## config.mk

```make
export PLATFORM = sky130hd
export DESIGN_NAME = neuron_mac_flat
export DESIGN_NICKNAME = d
export VERILOG_FILES = /design/src/rtl/neuron_mac_if.sv /design/src/rtl/neuron_mac.sv /design/src/flat_wrapper.sv
export SDC_FILE = /design/constraint.sdc
export NUM_CORES = 1
export LEC_CHECK = 0
export ABC_AREA = 1
export CAP_MARGIN = 0
export CORE_UTILIZATION = 57
export DETAILED_ROUTE_END_ITERATION = 16
export HOLD_SLACK_MARGIN = 0.1
export PLACE_DENSITY = 0.81
export SYNTH_ARGS = -nofsm -noshare
export SYNTH_HDL_FRONTEND = slang
export SYNTH_SLANG_ARGS = --single-unit
export TNS_END_PERCENT = 100
```

## constraint.sdc

```tcl
create_clock -name clk -period 12.95 [get_ports clk]
set_input_delay 2.59 -clock clk [delete_from_list [all_inputs] [get_ports clk]]
set_output_delay 2.59 -clock clk [all_outputs]
set_load 0.01 [all_outputs]
```

## src/rtl/neuron_mac_if.sv

```systemverilog
// Handshake and data bundle between a neuron_mac and its feature/weight source and result sink.
// master = upstream driver/downstream consumer side, slave = the MAC itself.
interface neuron_mac_if #(
   parameter int featureWidth = 16,
   parameter int weightWidth  = 16
);
   logic                           start;
   logic signed [featureWidth-1:0] bias;
   logic                           in_valid;
   logic signed [featureWidth-1:0] x_in;
   logic signed [weightWidth-1:0]  w_in;
   logic                           in_ready;
   logic                           busy;
   logic                           out_valid;
   logic signed [featureWidth-1:0] y_out;
   logic                           overflow;

   modport master (
      output start, bias, in_valid, x_in, w_in,
      input  in_ready, busy, out_valid, y_out, overflow
   );

   modport slave (
      input  start, bias, in_valid, x_in, w_in,
      output in_ready, busy, out_valid, y_out, overflow
   );
endinterface

```

## src/rtl/neuron_mac.sv

```systemverilog
// Per-neuron signed MAC: accumulates numInputs products, adds bias, rescales and saturates.
// Result strobes out_valid 2 cycles after the last accepted pair; in_valid low stalls accumulation.
// NEURON_MAC_ROUND_EN selects round-half-up instead of floor when rescaling.
module neuron_mac #(
   parameter int weightWidth  = 16,
   parameter int featureWidth = 16,
   parameter int fracBits     = 8,
   parameter int numInputs    = 4,
   parameter int accWidth     = 40
) (
   input logic         clk,
   input logic         rst_n,
   neuron_mac_if.slave bus
);
   localparam int PW = featureWidth + weightWidth;
   localparam int CW = $clog2(numInputs + 1);
   localparam logic [CW-1:0] LAST = CW'(numInputs - 1);
   localparam logic signed [accWidth-1:0] MAXV =
      {{(accWidth-featureWidth+1){1'b0}}, {(featureWidth-1){1'b1}}};
   localparam logic signed [accWidth-1:0] MINV =
      {{(accWidth-featureWidth+1){1'b1}}, {(featureWidth-1){1'b0}}};

   typedef enum logic [1:0] {IDLE, ACCUM, SCALE} state_t;

   state_t                         state;
   logic signed [accWidth-1:0]     acc;
   logic [CW-1:0]                  count;
   logic signed [featureWidth-1:0] bias_q;
   logic                           in_ready_q;
   logic                           busy_q;
   logic                           out_valid_q;
   logic                           overflow_q;
   logic signed [featureWidth-1:0] y_q;

   logic signed [PW-1:0]           prod;
   logic signed [accWidth-1:0]     prod_ext;
   logic signed [accWidth-1:0]     bias_sh;
   logic signed [accWidth-1:0]     sum;
   logic signed [accWidth-1:0]     sum_adj;
   logic signed [accWidth-1:0]     r;
   logic signed [featureWidth-1:0] y_sat;
   logic                           ovf_sat;

   assign prod     = bus.x_in * bus.w_in;
   assign prod_ext = {{(accWidth-PW){prod[PW-1]}}, prod};
   assign bias_sh  = {{(accWidth-featureWidth){bias_q[featureWidth-1]}}, bias_q} <<< fracBits;
   assign sum      = acc + bias_sh;

`ifdef NEURON_MAC_ROUND_EN
   localparam logic signed [accWidth-1:0] HALF = accWidth'(1) <<< (fracBits - 1);
   assign sum_adj = sum + HALF;
`else
   assign sum_adj = sum;
`endif

   // Arithmetic shift on a signed operand: floor toward -inf.
   assign r = sum_adj >>> fracBits;

   always_comb begin
      y_sat   = r[featureWidth-1:0];
      ovf_sat = 1'b0;
      if (r > MAXV) begin
         y_sat   = {1'b0, {(featureWidth-1){1'b1}}};
         ovf_sat = 1'b1;
      end else if (r < MINV) begin
         y_sat   = {1'b1, {(featureWidth-1){1'b0}}};
         ovf_sat = 1'b1;
      end
   end

   always_ff @(posedge clk) begin
      if (!rst_n) begin
         state       <= IDLE;
         acc         <= '0;
         count       <= '0;
         bias_q      <= '0;
         in_ready_q  <= 1'b0;
         busy_q      <= 1'b0;
         out_valid_q <= 1'b0;
         overflow_q  <= 1'b0;
         y_q         <= '0;
      end else begin
         out_valid_q <= 1'b0;
         case (state)
            IDLE: begin
               if (bus.start) begin
                  bias_q     <= bus.bias;
                  acc        <= '0;
                  count      <= '0;
                  in_ready_q <= 1'b1;
                  busy_q     <= 1'b1;
                  state      <= ACCUM;
               end
            end
            ACCUM: begin
               if (bus.in_valid && in_ready_q) begin
                  acc   <= acc + prod_ext;
                  count <= count + CW'(1);
                  if (count == LAST) begin
                     in_ready_q <= 1'b0;
                     state      <= SCALE;
                  end
               end
            end
            SCALE: begin
               y_q         <= y_sat;
               overflow_q  <= ovf_sat;
               out_valid_q <= 1'b1;
               busy_q      <= 1'b0;
               state       <= IDLE;
            end
            default: begin
               in_ready_q <= 1'b0;
               busy_q     <= 1'b0;
               state      <= IDLE;
            end
         endcase
      end
   end

   assign bus.in_ready  = in_ready_q;
   assign bus.busy      = busy_q;
   assign bus.out_valid = out_valid_q;
   assign bus.y_out     = y_q;
   assign bus.overflow  = overflow_q;
endmodule
```

## src/flat_wrapper.sv

```systemverilog
// flat-port wrapper written by rule: the top's interface ports become plain ports
module neuron_mac_flat 
#(
   parameter int weightWidth  = 16,
   parameter int featureWidth = 16,
   parameter int fracBits     = 8,
   parameter int numInputs    = 4,
   parameter int accWidth     = 40
)
  (clk, rst_n, bus_start, bus_bias, bus_in_valid, bus_x_in, bus_w_in, bus_in_ready, bus_busy, bus_out_valid, bus_y_out, bus_overflow);
  neuron_mac_if #(.featureWidth(featureWidth), .weightWidth(weightWidth)) bus_i ();
  input logic clk;
  input logic rst_n;
  input wire logic [$bits(bus_i.start)-1:0] bus_start;
  input wire logic [$bits(bus_i.bias)-1:0] bus_bias;
  input wire logic [$bits(bus_i.in_valid)-1:0] bus_in_valid;
  input wire logic [$bits(bus_i.x_in)-1:0] bus_x_in;
  input wire logic [$bits(bus_i.w_in)-1:0] bus_w_in;
  output wire logic [$bits(bus_i.in_ready)-1:0] bus_in_ready;
  output wire logic [$bits(bus_i.busy)-1:0] bus_busy;
  output wire logic [$bits(bus_i.out_valid)-1:0] bus_out_valid;
  output wire logic [$bits(bus_i.y_out)-1:0] bus_y_out;
  output wire logic [$bits(bus_i.overflow)-1:0] bus_overflow;
  assign bus_i.start = bus_start;
  assign bus_i.bias = bus_bias;
  assign bus_i.in_valid = bus_in_valid;
  assign bus_i.x_in = bus_x_in;
  assign bus_i.w_in = bus_w_in;
  assign bus_in_ready = bus_i.in_ready;
  assign bus_busy = bus_i.busy;
  assign bus_out_valid = bus_i.out_valid;
  assign bus_y_out = bus_i.y_out;
  assign bus_overflow = bus_i.overflow;
  neuron_mac #(.weightWidth(weightWidth), .featureWidth(featureWidth), .fracBits(fracBits), .numInputs(numInputs), .accWidth(accWidth)) u_core (.clk(clk), .rst_n(rst_n), .bus(bus_i));
endmodule
```

==> qor.yml <==
status: "complete, no violations"
vias: 15770
crit_type: "primary input to flop"
gp_congestion: 0.995
r2r_cells: 21
cts_max_level: 3
synth_cell_type_count: 43
final.setup.tns_ns: 0
cts.sink_count: 81
drt_iter0_drc: 1214
grt_use_total_pct: 31.9
core-area_um2: 31800
grt_max_degree: 49
r2r_slack_ns: 7.71
hold_class: "flop to flop"
synth_compound_area_share_pct: 8.67
synth.avg_cell_area_um2: 7.32
critPathLaunch: "bus_w_in[1]"
r2r_end: "u_core.acc[30]"
overflow: 0
hpwl_mm: 41.9
synthesis.area_um2: 18600
setup_viol: 0
antenna_cells: 0
wire_per_inst_um: 16.6
die_h_um: 183
drv_slew: 0
crit_fanout: 16
synth_seq_cells: 81
syn_inst: 2541
yosysWarnings: 0
initial_core_util_pct: 58.5
synthMuxAreaShare_pct: 0
fmax_mhz: 107
fillers: 2870
critPathMaxStageDelay_ns: 0.77
cp.required_ns: 13.17
rr_startpoint: "u_core.acc[15]"
layout.nets: 3079
cts-resized-gates: 0
worst_setup_path_start_kind: "primary input"
grt_pass1_wl_mm: 83.6
synth-main-ff-cell: "dfxtp_1"
critPathSlowestCell: "clkdlybuf4s50_1"
cts_tree: "done"
wl_mm: 49.5
cts_made_buffers: 9
die_x_um: 183
drv_cap: 0
synth_top_family_by_area: "adder cells"
synth_xor_area_share_pct: 1.26
ys_seq_area_share_pct: 8.72
drive_above_1_share_pct: 4.07
clock_path_buffers: 2
cts_setup_buffers: 0
drc: 0
period_share_pct: 71.9
num_rows: 65
area_delta_synth_final_pct: 6.96
crit_arrival_ns: 9.53
synth_edf_count: 0
root_buffer: "clkbuf_16"
finClkSkew_ns: 0.0153
synthSimpleGateAreaFrac_pct: 20.0
antenna_found_initial: 0
pin_count: 72
min_period_ns: 9.31
synth_fp_nets: 3072
slew_headroom_pct: 30.9
drtPass1Iterations: 5
io_buffers: 71
clkTransAtPathRegs_ns: 0.07
grt_pass1_vias: 16223
worst_setup_path_end_kind: "flop"
dieArea_um2: 33300
crit_buf_inv: 7
clk_latency_ns: 0.36
crit_end: "u_core.acc[37]"
ant_nets: 0
crit_path_cell_trace: "clkdlybuf4s50_1 -> nand2_1 -> inv_1 -> fa_1 -> fa_1 -> inv_1 -> fa_1 -> fa_1 -> inv_1 -> fa_1 -> inv_1 -> fa_1 -> inv_1 -> ha_1 -> nand2_1 -> nor2_1 -> inv_1 -> nor4_1 -> nor3b_1 -> nand2_1 -> nand3_1 -> a21oi_1 -> o21ai_0 -> a21oi_1"
holdBufCountCts: 0
ys_async_sr_fraction_pct: 0
crit_family: "adder cells"
grt_setup_unrepaired: "no"
synthAdderAreaFrac_pct: 45.6
avgViaCountPerCell: 5.28
tightest_slew_ns: 1.03
worst-path-stages: 24
finalHoldViolations: 0
==> worst reg2reg max path: cells and delay by family (launching register included) <==
family                   cells  cell delay, ns
AO/OA/AOI/OAI                5            1.00
adder cells (fa/ha/maj)      6            2.92
buffers and inverters        7            0.49
flip-flops                   1            0.33
AND/OR/NAND/NOR              3            0.39
==> state kept, by name, indices dropped and copies added (netlist names) <==
| signal | flops |
|---|---|
| u_core.bus.in_ready | 1 |
| u_core.bus.overflow | 1 |
| u_core.bus.out_valid | 1 |
| u_core.bus.y_out | 16 |
| u_core.acc | 40 |
| u_core.bus.busy | 1 |
| u_core.state | 2 |
| u_core.count | 3 |
| u_core.bias_q | 16 |
==> cell usage after synthesis, types with 6 or more instances <==
| cell type | instances | area share (%) |
|---|---|---|
| a21oi_1 | 147 | 4.0 |
| a21oi_2 | 12 | 0.57 |
| a31oi_1 | 13 | 0.44 |
| clkbuf_1 | 78 | 1.6 |
| dfxtp_1 | 81 | 8.7 |
| fa_1 | 331 | 36 |
| ha_1 | 148 | 10 |
| inv_1 | 683 | 14 |
| inv_2 | 10 | 0.20 |
| nand2_1 | 582 | 12 |
| nand2_2 | 22 | 0.74 |
| nand3_1 | 63 | 1.7 |
| nand3_2 | 11 | 0.59 |
| nand4_1 | 16 | 0.54 |
| nor2_1 | 151 | 3.0 |
| nor2_2 | 6 | 0.20 |
| nor3_1 | 10 | 0.27 |
| o21ai_0 | 96 | 2.6 |
| or2_2 | 8 | 0.27 |
| xor2_1 | 18 | 0.85 |
==> kinds of logic after synthesis <==
kind of cell	Yosys count
buffers and inverters	777
xor gates and xnor gates	25
and+or+nand+nor	886
DFF	81
adders and majority gates	479
AOI/OAI and AO/OA	293
==> layout make-up <==
type,count,area [µm²],share of cell area [%]
flip-flops and latches,81,1620,8.15
clock buffers,10,239,1.20
multi-input cells,1683,14000,70.6
repair buffers,77,756,3.80
inverters,696,2610,13.1
clock inverters,6,75.1,0.377
well taps,435,544,2.74
==> worst min-delay path by stage <==
stage                     slack [ns]            start  depth (start not counted)               to
final                           0.47  u_core.count[2]                          2  u_core.count[2]
after global routing            0.49  u_core.count[2]                          2  u_core.count[2]
after CTS                       0.47  u_core.count[2]                          2  u_core.count[2]
after detailed placement        0.46  u_core.count[2]                          2  u_core.count[2]
after global placement          0.45  u_core.count[2]                          2  u_core.count[2]
after floorplan                 0.43  u_core.count[0]                          1  u_core.count[0]
==> layout by cell type, fill, tap and decap left out, drive strengths merged, types with 13 or more instances in the layout <==
master / n
dfxtp: 81
a31oi: 13
xor2: 19
ha: 148
a21oi: 160
inv: 695
nand4: 16
o21ai: 99
nor3: 14
fa: 331
clkdlybuf4s50: 71
nand2: 604
nor2: 161
nand3: 74
==> per-layer routing <==
metal	vias up	part of all wire, %	track usage (%)
met3	70	7.5	3.81
met4	0	2.4	8.81
met5	-	0	0
li1	7504	-	-
met2	595	45	50.5
met1	7601	45	46.0
==> metrics by stage <==
step                      setup WS, ns  cells  cell area (µm²)  utilization [%]  hold slack (ns)
after global placement            3.41   2972            19600             61.6            0.453
after detailed placement          3.30   2972            19600             61.6            0.457
after global routing              3.02   2988            19900             62.5            0.490
after floorplan                   4.59   2541            18600                -            0.432
after CTS                         3.67   2988            19900             62.5            0.468
final                             3.64   2988            19900             62.5            0.468
Power is not shown: default switching activity piles up to over one toggle a cycle in this logic, so the estimate is an artifact.
